--- src/rtl/serial_add_ctrl.sv ---
// serial_add_ctrl: adds two W-bit operands five bits per cycle, LSB slice
// first, then presents {carry, sum} with a one-cycle done pulse.
// Carry-in comes from a kill/generate code; an illegal code sets err with done.
module serial_add_ctrl #(
  parameter int unsigned NSLICE = 4
) (
  input  logic                  clk,
  input  logic                  rst_n,
  input  logic                  start,
  input  logic [5*NSLICE-1:0]   a,
  input  logic [5*NSLICE-1:0]   b,
  input  logic [1:0]            k_in,
  output logic                  busy,
  output logic                  done,
  output logic [5*NSLICE:0]     sum,
  output logic                  err
);

  localparam int unsigned W    = 5 * NSLICE;
  localparam int unsigned IDXW = (NSLICE > 1) ? $clog2(NSLICE) : 1;
  localparam logic [IDXW-1:0] LAST_IDX = IDXW'(NSLICE - 1);

  typedef enum logic [1:0] {
    S_IDLE,
    S_RUN,
    S_DONE
  } state_t;

  state_t          state_q, state_d;
  logic [W-1:0]    a_q, a_d;
  logic [W-1:0]    b_q, b_d;
  logic [W-1:0]    acc_q, acc_d;
  logic [W:0]      sum_q, sum_d;
  logic [IDXW-1:0] idx_q, idx_d;
  logic            carry_q, carry_d;
  logic            err_pending_q, err_pending_d;

  logic            accept;
  logic [4:0]      a_slice;
  logic [4:0]      b_slice;
  logic [5:0]      slice_sum;

  // A new request is taken only when no addition is in flight.
  assign accept = start && (state_q != S_RUN);

  // State register.
  always_ff @(posedge clk or negedge rst_n) begin
    if (!rst_n) begin
      state_q <= S_IDLE;
    end else begin
      state_q <= state_d;
    end
  end

  // Next-state logic: IDLE -> RUN -> DONE -> (RUN | IDLE).
  always_comb begin
    state_d = state_q;
    unique case (state_q)
      S_IDLE:  if (start) state_d = S_RUN;
      S_RUN:   if (idx_q == LAST_IDX) state_d = S_DONE;
      S_DONE:  state_d = start ? S_RUN : S_IDLE;
      default: state_d = S_IDLE;
    endcase
  end

  // Status outputs decoded from the current state.
  always_comb begin
    busy = (state_q == S_RUN);
    done = (state_q == S_DONE);
    err  = (state_q == S_DONE) && err_pending_q;
  end

  // Slice adder: current 5-bit slices of both operands plus running carry.
  always_comb begin
    a_slice   = a_q[5*int'(idx_q) +: 5];
    b_slice   = b_q[5*int'(idx_q) +: 5];
    slice_sum = {1'b0, a_slice} + {1'b0, b_slice} + {5'b0, carry_q};
  end

  // Datapath next values: capture on accept, one slice per RUN cycle,
  // result published on the same edge that writes the last slice.
  always_comb begin
    a_d           = a_q;
    b_d           = b_q;
    acc_d         = acc_q;
    sum_d         = sum_q;
    idx_d         = idx_q;
    carry_d       = carry_q;
    err_pending_d = err_pending_q;
    if (accept) begin
      a_d           = a;
      b_d           = b;
      acc_d         = '0;
      idx_d         = '0;
      carry_d       = (k_in == 2'b11);
      err_pending_d = k_in[1] ^ k_in[0];
    end else if (state_q == S_RUN) begin
      acc_d[5*int'(idx_q) +: 5] = slice_sum[4:0];
      carry_d                   = slice_sum[5];
      if (idx_q == LAST_IDX) begin
        sum_d = {slice_sum[5], acc_d};
      end else begin
        idx_d = idx_q + 1'b1;
      end
    end
  end

  // Datapath registers.
  always_ff @(posedge clk or negedge rst_n) begin
    if (!rst_n) begin
      a_q           <= '0;
      b_q           <= '0;
      acc_q         <= '0;
      sum_q         <= '0;
      idx_q         <= '0;
      carry_q       <= 1'b0;
      err_pending_q <= 1'b0;
    end else begin
      a_q           <= a_d;
      b_q           <= b_d;
      acc_q         <= acc_d;
      sum_q         <= sum_d;
      idx_q         <= idx_d;
      carry_q       <= carry_d;
      err_pending_q <= err_pending_d;
    end
  end

  assign sum = sum_q;

endmodule
--- config.mk ---
export PLATFORM = sky130hd
export DESIGN_NAME = serial_add_ctrl
export DESIGN_NICKNAME = d
export VERILOG_FILES = /design/src/rtl/serial_add_ctrl.sv
export SDC_FILE = /design/constraint.sdc
export NUM_CORES = 1
export LEC_CHECK = 0
export ABC_AREA = 1
export BUFFER_PORTS_ARGS = -buffer_cell sky130_fd_sc_hd__buf_2
export CORE_MARGIN = 1
export CORE_UTILIZATION = 35
export CTS_CLUSTER_SIZE = 25
export DETAILED_ROUTE_END_ITERATION = 7
export GPL_ROUTABILITY_DRIVEN = 1
export PLACE_DENSITY_LB_ADDON = 0.3
export REMOVE_ABC_BUFFERS = 1
export SYNTH_ARGS = -nofsm -noshare
export SYNTH_HDL_FRONTEND = slang
export SYNTH_SLANG_ARGS = --single-unit
--- constraint.sdc ---
create_clock -name clk -period 2.8 [get_ports clk]
set_input_delay 0.14 -clock clk [delete_from_list [all_inputs] [get_ports clk]]
set_output_delay 0.14 -clock clk [all_outputs]
set_load 0.05 [all_outputs]
==> reports/qor.yml, run 1 <==
globalplace.congestion: 0.922
insertion_delay_ns: 0.34
grt_antenna_before_repair: 0
irDropWorstVdd_v: 0.000482
crit_path_top_delay_cell: "fa_1"
die_x_um: 112
cts-hold-fix-buffers: 0
die_area_um2: 12500
grt_usage_pct: 16.1
synth_common_cells: "nand2_1, dfrtp_1, o21ai_0"
synth_area_um2: 4220
crit_type: "reg -> reg"
p_seq_share_pct: 30.4
globalRouteOverflowTotal: 0
wl_per_cell_um: 14.5
first_pass_iters: 6
hold_violations: 6
max_freq_ghz: 0.394
status: "finished, violations left"
hp-class: "in -> async"
row_count: 39
grt_pass1_vias: 3283
synth_flop_cell: "dfrtp_1"
portBuffers: 68
fin_crit_ns: 2.54
synthArstFlopShare_pct: 100
diodes: 0
synth_top_cell_area_share_pct: 51.5
max-slew-margin-rel_pct: 27.7
grt_start_max_net_pins: 88
drt-met1-wl_um: 4350
switchingPower_mw: 3.00
syn_inst: 417
vias_per_cell: 4.85
root_buffer: "clkbuf_16"
drtIter0Drc: 147
routed_wl_um: 9210
die_y_um: 112
clock_skew_ns: 0.00936
worstSetupEndpointType: "register"
cts_buffer_depth: 2
ys_types: 25
leakagePower_nw: 2.58
syn_avg_cell_area_um2: 10.1
nNetsFinal: 545
wl_met3_um: 552
hpwl_um: 6520
initial_utilization_pct: 36.5
p_comb_share_pct: 50.5
maxCapViolCount: 0
synthTopCellsByArea: "dfrtp_1, mux2_4, nand2_1"
drc: 4
max_stage_delay_ns: 0.44
yosysWarnings: 0
r2r_slack_ns: 0.26
place_area_um2: 4700
finalHoldWorstSlack_ns: -0.00144
clock_sinks: 87
drv_slew: 0
fin_crit_sh_pct: 90.7
setup_viol: 0
grt_pass1_wl_um: 16000
syn_to_final_growth_pct: 19.2
wl_met2_um: 4230
fin_area_um2: 5030
synth-edff-count: 0
setup-tns-final_ns: 0
cts_max_level: 3
p_sw_share_pct: 42.6
pwr-share-clk_pct: 19.0
cts_buffers: 9
critPathLaunchType: "register"
vias: 3074
ys_seq_area_share_pct: 51.5
cp_cell_sequence: "inv_2, o21ai_0, o22ai_1, fa_1, fa_1, xnor2_1, nor2_1, nand2_1, o22ai_1, nand2_1, o21ai_0"
worst-path-max-fanout: 13
antenna_left: 0
arrival_ns: 2.78
ys_seq_elements: 87
fin_util_pct: 43.5
power-per-cell-area_nw_per_um2: 1400
layout-drive-gt1-share_pct: 28.1
p_int_mw: 4.05
synth_most_common_cell: "nand2_1"
ioPinCount: 69
cts_tree: "yes"
rsz0062_at_grt: "false"
core-area_um2: 11600
routed.top_layer: "met4"
max_slew.worst_pin.slew_ns: 1.08
cts.clk_slew.worst_paths_ns: 0.06
critPathRequiredTime_ns: 3.04
yosys.area.top_type: "dfrtp_1"
violations: "design-rule violations, negative hold slack"
==> placed cells by master, fill, tap and decap left out <==
| cell type | instances |
|---|---|
| a21oi_1 | 3 |
| o22ai_1 | 15 |
| nor2_2 | 1 |
| mux2_4 | 38 |
| nand2_4 | 2 |
| clkinvlp_4 | 2 |
| nor2_1 | 26 |
| dfrtp_1 | 86 |
| nor2_8 | 1 |
| xnor2_1 | 1 |
| o21ai_0 | 50 |
| buf_2 | 67 |
| nand3_1 | 15 |
| nand4_1 | 1 |
| mux2_2 | 3 |
| clkbuf_16 | 9 |
| nor3b_1 | 1 |
| bufinv_16 | 3 |
| ha_1 | 11 |
| inv_1 | 28 |
| buf_4 | 7 |
| o21bai_1 | 1 |
| dfrtp_2 | 1 |
| a22oi_1 | 5 |
| o21ai_1 | 2 |
| clkinv_2 | 1 |
| fa_1 | 2 |
| inv_2 | 3 |
| nand2_1 | 106 |
==> power by group through the flow <==
| stage | clock network, mW | registers, mW | logic (mW) |
|---|---|---|---|
| after floorplan | 0 | 2.51 | 2.25 |
| after global placement | 0 | 2.14 | 3.51 |
| after detailed placement | 0 | 2.16 | 3.57 |
| after CTS | 1.38 | 2.15 | 3.58 |
| after global routing | 1.43 | 2.21 | 3.96 |
| final | 1.34 | 2.14 | 3.56 |
==> critical path, delay by kind of cell, from the launching register on <==
family                     cells  cell delay (ns)
AOI/OAI and AO/OA              4             0.51
xor gates and xnor gates       1             0.17
adders and majority gates      2             0.88
buffers and inverters          1             0.12
DFF                            1             0.43
and+or+nand+nor                3             0.34
==> cell families after synthesis <==
| family | Yosys count | synth area share [%] |
|---|---|---|
| compound gates | 76 | 9.80 |
| xor+xnor | 1 | 0.207 |
| fa+ha+maj | 13 | 4.21 |
| buf+inv | 46 | 4.95 |
| flops | 87 | 51.5 |
| mux | 41 | 14.3 |
| simple gates | 153 | 15.0 |
==> sequential cells by signal, indices dropped and copies added, names as in the netlist <==
signal,cells
acc_q,20
idx_q,2
sum,21
state_q,2
b_q,20
carry_q,1
a_q,20
err_pending_q,1
==> through the flow <==
| step | hold WS, ns | std cells | worst slack (ns) | power (mW) |
|---|---|---|---|---|
| 2_1_floorplan | -0.156 | 402 | -0.00477 | 4.76 |
| 6_report | -0.00144 | 634 | 0.260 | 7.05 |
| 5_1_grt | 0.0112 | 634 | 0.000623 | 7.60 |
| 3_5_place_dp | 0.374 | 619 | 0.216 | 5.73 |
| 4_1_cts | 0.0201 | 634 | 0.196 | 7.11 |
| 3_3_place_gp | 0.371 | 619 | 0.303 | 5.64 |
==> worst paths after layout <==
kind	startpoint	end	cells after the start
worst max-delay path	idx_q[0]	acc_q[17]	11
worst min-delay path	rst_n	acc_q[19]	1
worst max register to register	idx_q[0]	acc_q[17]	11
worst min register to register	sum[9]	sum[9]	2
max in group asynchronous	rst_n	idx_q[0]	1
min in group clk	b[18]	b_q[18]	2
==> layer usage <==
layer	vias to the layer above	GRT usage, %
met2	90	26.0
li1	1531	-
met5	-	0
met4	0	4.23
met3	9	4.19
met1	1444	21.3
==> what timing repair did <==
action,CTS,global route
resized for setup,0,1
setup buffers,0,0
setup endpoints to repair,0,8
==> cell type report <==
type	count	area [µm²]
timing repair buffer	74	388
sequential	87	2180
inverter	31	116
tap	143	179
clock inverter	6	110
fill	1123	6530
clock buffer	9	225
multi-input combinational	284	1840
Note: power is estimated with default switching activity, not from simulation.
==> run 2: changes to the inputs <==
Clock period 2.8 ns to 3.1 ns, I/O delays scaled along.
==> run 2 against run 1 <==
The run ends with design-rule violations left. Flip-flop and latch count stayed put. Clock power decreased by 16%. Count of clock-buffer cells in the layout up 1. Critical path type unchanged. Largest cell class unchanged. Largest power group unchanged. Highest routed layer unchanged.
==> reports/qor.yml, run 2 (same netlist as run 1, synthesis figures left out) <==
wl_per_cell_um: 14.4  # -0.60%
setup_viol: 0  # unchanged
clock_skew_ns: 0.00998  # +0.000618 ns
max_slew.worst_pin.slew_ns: 1.09  # +0.00983 ns
grt_usage_pct: 16.0  # -0.027 points
place_area_um2: 4680  # -0.48%
arrival_ns: 2.96  # +0.18 ns
grt_pass1_wl_um: 16000  # about the same
core-area_um2: 11600  # unchanged
critPathLaunchType: "register"
cts_buffers: 9  # unchanged
grt_start_max_net_pins: 88  # unchanged
fin_crit_ns: 2.71  # +0.171 ns
globalplace.congestion: 0.916  # -0.66%
max_freq_ghz: 0.369  # -6.3%
vias_per_cell: 4.95  # +2.0%
setup_slack_ns: 0.389  # +0.129 ns
leakagePower_nw: 2.57  # -0.68%
timing.rr.start: "idx_q[0]"
violations: "design-rule violations"
layout_commonest_cell: "nand2_1"
clock_sinks: 87  # unchanged
hpwl_um: 6400  # -1.8%
insertion_delay_ns: 0.34  # about the same
hold_violations: 0  # -6
fin_area_um2: 4990  # -0.89%
die_area_um2: 12500  # unchanged
drt-met1-wl_um: 4390  # +0.87%
maxCapViolCount: 0  # unchanged
drc: 4  # unchanged
nNetsFinal: 542  # -0.55%
wl_met2_um: 4090  # -3.4%
ff2ff_path_depth: 11  # unchanged
cts_setup_buffers: 0  # unchanged
setup-tns-final_ns: 0  # unchanged
grt_pass1_vias: 3262  # -0.64%
r2r_slack_ns: 0.39  # +0.13 ns
diodes: 0  # unchanged
critPathRequiredTime_ns: 3.35  # +0.31 ns
final_cell_mix: "nand2_1, dfrtp_1, buf_2, o21ai_0, mux2_4"
finalHoldWorstSlack_ns: 0.00102  # +0.00247 ns
largest_reg_flops: 21  # unchanged
hp-class: "in -> async"
drtIter0Drc: 212  # +44%
worst-path-max-fanout: 13  # unchanged
grt_antenna_before_repair: 0  # unchanged
fin_crit_sh_pct: 87.4  # -3.3 points
routed_wl_um: 9130  # -0.91%
syn_to_final_growth_pct: 18.1
globalRouteOverflowTotal: 0  # unchanged
rsz0062_at_grt: "false"
die_x_um: 112  # unchanged
cts.clk_slew.worst_paths_ns: 0.07  # about the same
ioPinCount: 69  # unchanged
cts_max_level: 3  # unchanged
cts_tree: "yes"
initial_utilization_pct: 36.5  # unchanged
max-slew-margin-rel_pct: 27.0  # -0.66 points
wl_met3_um: 508  # -8.0%
irDropWorstVdd_v: 0.000462  # -4.2%
crit_type: "reg -> reg"
worstSetupEndpointType: "register"
vias: 3126  # +1.7%
place_ws_ns: 0.285  # +0.0688 ns
layout-drive-gt1-share_pct: 27.8  # -0.29 points
drv_slew: 0  # unchanged
first_pass_iters: 6  # unchanged
routed.top_layer: "met4"
status: "finished, violations left"
root_buffer: "clkbuf_16"
antenna_left: 0  # unchanged
fin_util_pct: 43.1  # -0.39 points
portBuffers: 68  # unchanged
cts_buffer_depth: 2  # unchanged
reg2reg_to: "acc_q[17]"
power-per-cell-area_nw_per_um2: 1250  # -10%
die_y_um: 112  # unchanged
row_count: 39  # unchanged
==> run 2: changes by cell type in the layout (fill, tap and decap cells not counted) <==
cell        before  now
inv_6            0    4
clkbuf_8         0    1
clkinv_2         1    0
bufinv_16        3    1
clkinv_4         0    1
clkinvlp_4       2    0
buf_4            7    4
==> run 2: worst max-delay path by stage <==
stage,startpoint,to,cells after the start
final,idx_q[0],acc_q[17],11
after global routing,idx_q[0],sum[19],12
after CTS,idx_q[0],acc_q[17],11
after detailed placement,idx_q[0],acc_q[19],12
after global placement,idx_q[0],sum[19],12
after floorplan,idx_q[0],acc_q[17],11
==> run 2: area by class of cell <==
| class | count | area [µm²] |
|---|---|---|
| well taps | 143 | 179 |
| clock buffers | 10 | 239 |
| flip-flops and latches | 87 | 2180 |
| multi-input cells | 284 | 1840 |
| clock inverters | 6 | 73.8 |
| inverters | 31 | 116 |
| repair buffers | 71 | 365 |
| fillers | 1124 | 6580 |
==> run 2: metal layers <==
metal | vias up | GRT usage (%)
met2 | 102 | 24.5
li1 | 1524 | -
met3 | 13 | 3.65
met4 | 0 | 6.94
met5 | - | 0
met1 | 1487 | 21.8
==> run 2: power breakdown <==
| part | switching [mW] | leakage (nW) | internal, mW | total, mW |
|---|---|---|---|---|
| combinational | 1.97 | 1.30 | 1.21 | 3.18 |
| sequential | 0.302 | 1.11 | 1.64 | 1.94 |
| clock | 0.473 | 0.154 | 0.660 | 1.13 |
| total | 2.74 | 2.57 | 3.51 | 6.25 |
==> run 2: critical path, stage by stage (launching register included) <==
cell	delay [ns]
dfrtp_2	0.50
inv_2	0.16
o21ai_0	0.24
o22ai_1	0.13
fa_1	0.42
fa_1	0.45
xnor2_1	0.17
nor2_1	0.14
nand2_1	0.10
o22ai_1	0.17
nand2_1	0.07
o21ai_0	0.08
==> run 2: what timing repair did <==
item	CTS	global route
hold buffers	0	0
endpoints found under the setup margin	0	2
gates resized for setup	0	1
==> run 2: metrics by stage <==
step / total power, mW / std cells
floorplan: 4.30 / 402
global placement: 5.06 / 616
detailed placement: 5.14 / 616
CTS: 6.29 / 632
global route: 6.74 / 632
finish: 6.25 / 632
==> run 3: changes to the inputs <==
Settings changed: ABC_AREA 1 to not set.
==> run 3 against run 2 <==
The run now ends clean. Setup slack got worse by 0.27 ns. Area after synthesis fell by 5.6%. Highest routed layer unchanged. Register-to-register slack got worse by 0.27 ns. Critical endpoint is now acc_q[4]. Utilization rose by 0.76 points. Count of clock-buffer cells in the layout rose by 3.
==> reports/qor.yml, run 3 <==
hpwl_um: 6340  # -0.97%
grt_start_max_net_pins: 38  # -57%
layout_commonest_cell: "dfrtp_1"
crit_type: "reg -> reg"
synthArstFlopShare_pct: 100  # unchanged
synth_flop_cell: "dfrtp_1"
diodes: 0  # unchanged
grt_pass1_wl_um: 14300  # -10%
synth_area_um2: 3990  # -5.6%
max_slew.worst_pin.slew_ns: 0.682  # -0.413 ns
worstSetupEndpointType: "register"
max_stage_delay_ns: 0.53  # +0.03 ns
cts_max_level: 3  # unchanged
die_y_um: 109  # -2.8%
fin_crit_ns: 2.98  # +0.271 ns
crit_path_top_delay_cell: "mux4_2"
wl_per_cell_um: 16.8  # +16%
critPathRequiredTime_ns: 3.33  # -0.02 ns
synth_top_cell_area_share_pct: 54.6  # +3.0 points
globalRouteOverflowTotal: 0  # unchanged
setup_viol: 0  # unchanged
max_freq_ghz: 0.335  # -9.1%
ys_types: 38  # +52%
arrival_ns: 3.22  # +0.26 ns
portBuffers: 68  # unchanged
synth-edff-count: 0  # unchanged
root_buffer: "clkbuf_16"
syn_to_final_growth_pct: 20.9
grt_usage_pct: 16.1  # +0.088 points
status: "complete, no violations"
rsz0062_at_grt: "false"
insertion_delay_ns: 0.34  # about the same
syn_inst: 295  # -29%
final_cell_mix: "dfrtp_1, buf_2, mux2_2, nor2_1, a22o_1"
yosys.area.top_type: "dfrtp_1"
drtIter0Drc: 72  # -66%
crit_top_cell: "fa_1"
antenna_left: 0  # unchanged
vias_per_cell: 5.22  # +5.6%
cts_buffers: 9  # unchanged
critPathLaunchType: "register"
core-area_um2: 11000  # -5.0%
fin_crit_sh_pct: 96.2  # +8.7 points
max-slew-margin-rel_pct: 54.4  # +27 points
yosysWarnings: 0  # unchanged
vias: 2695  # -14%
nFillCells: 1048  # -6.8%
ioPinCount: 69  # unchanged
ys_seq_area_share_pct: 54.6  # +3.0 points
grt_pass1_vias: 2796  # -14%
drv_slew: 0  # unchanged
cts.clk_slew.worst_paths_ns: 0.06  # about the same
die_area_um2: 11800  # -5.5%
initial_utilization_pct: 36.3  # -0.21 points
grt_antenna_before_repair: 0  # unchanged
cts_buffer_depth: 2  # unchanged
clock_sinks: 87  # unchanged
ys_seq_elements: 87  # unchanged
fin_area_um2: 4820  # -3.4%
place_area_um2: 4530  # -3.1%
maxCapViolCount: 0  # unchanged
worst-path-max-fanout: 5  # -8
clock_skew_ns: 0.00645  # -0.00353 ns
synthTopCellsByArea: "dfrtp_1, mux2_2, mux4_2"
cts_tree: "yes"
layout-drive-gt1-share_pct: 40.2  # +12 points
first_pass_iters: 5  # -1
largest_reg_flops: 21  # unchanged
globalplace.congestion: 0.821  # -10%
die_x_um: 109  # -2.8%
nNetsFinal: 429  # -21%
crit_family: "simple AND/OR/NAND/NOR gates"
routed_wl_um: 8660  # -5.1%
row_count: 38  # -2.6%
hp-class: "in -> reg"
syn_avg_cell_area_um2: 13.5  # +33%
synth_most_common_cell: "dfrtp_1"
cp_cell_sequence: "mux4_2, fa_1, fa_1, and3_1, or3_1, and2_1, a22o_1"
synth_common_cells: "dfrtp_1, mux2_2, nor2_1"
hold_violations: 0  # unchanged
path_buf_inv: 0  # -1
drc: 0  # -4
-- run 3: cell count changes in the layout (fill, tap and decap cells not counted), moves of 12 or more --
cell	change
a221oi_1	+12
o22ai_1	-14
a22o_1	+13
nand2_1	-97
inv_1	-20
mux2_4	-38
mux2_2	+39
o21ai_0	-42
nand3_1	-15
-- run 3: metal layers --
metal	global-route usage (%)	up-vias	share of wire (%)
met5	0	-	0
met2	25.7	76	48
met3	5.20	7	5.8
li1	-	1263	-
met4	5.50	0	0.94
met1	20.6	1349	45
-- run 3: final timing paths --
| path | startpoint | end | slack (ns) | cells after the start |
|---|---|---|---|---|
| max | idx_q[0] | acc_q[4] | 0.12 | 7 |
| min | a[19] | a_q[19] | 0.04 | 2 |
| max reg2reg | idx_q[0] | acc_q[4] | 0.12 | 7 |
| min reg2reg | sum[13] | sum[13] | 0.48 | 2 |
| max in group asynchronous | rst_n | b_q[18] | 2.07 | 3 |
| min in group asynchronous | rst_n | acc_q[17] | 0.31 | 2 |
-- run 3: cells by family (layout without fill, tap and decap cells) --
logic type / after synthesis / count (layout) / synth area share [%]
flops: 87 / 87 / 54.6
buf+inv: 23 / 104 / 2.57
compound gates: 63 / 63 / 12.4
mux: 53 / 53 / 17.8
xor+xnor: 1 / 1 / 0.220
fa+ha+maj: 13 / 13 / 4.45
simple gates: 55 / 55 / 7.94
-- run 3: through the flow --
step	instances	hold slack [ns]	setup slack, ns	util, %	TNS [ns]
6_report	516	0.0446	0.119	43.9	0
5_1_grt	516	0.0399	0.0212	43.9	0
4_1_cts	516	0.0338	0.0823	43.9	0
3_5_place_dp	499	0.140	0.0893	41.3	0
3_3_place_gp	499	0.140	0.135	41.3	0
2_1_floorplan	281	-0.141	-0.309	-	-2.01
-- run 3: cell type report --
cell class | count | area [µm²] | area share, %
Sequential cell | 87 | 2180 | 45.2
Multi-Input combinational cell | 185 | 1710 | 35.5
Timing Repair Buffer | 79 | 440 | 9.13
Clock buffer | 13 | 260 | 5.40
Tap cell | 140 | 175 | 3.63
Inverter | 9 | 36.3 | 0.752
Clock inverter | 3 | 17.5 | 0.363
-- run 3: repair_timing --
| action | CTS | global route |
|---|---|---|
| hold buffers | 1 | 0 |
| gates resized for setup | 0 | 1 |
| setup buffers | 0 | 0 |
| setup endpoints to repair | 0 | 4 |
| endpoints found under the hold margin | 35 | 0 |
Power of run 3 is left out: the tool's default activity adds up to more than one toggle a clock period on the data nets, which glitch-free logic cannot reach.
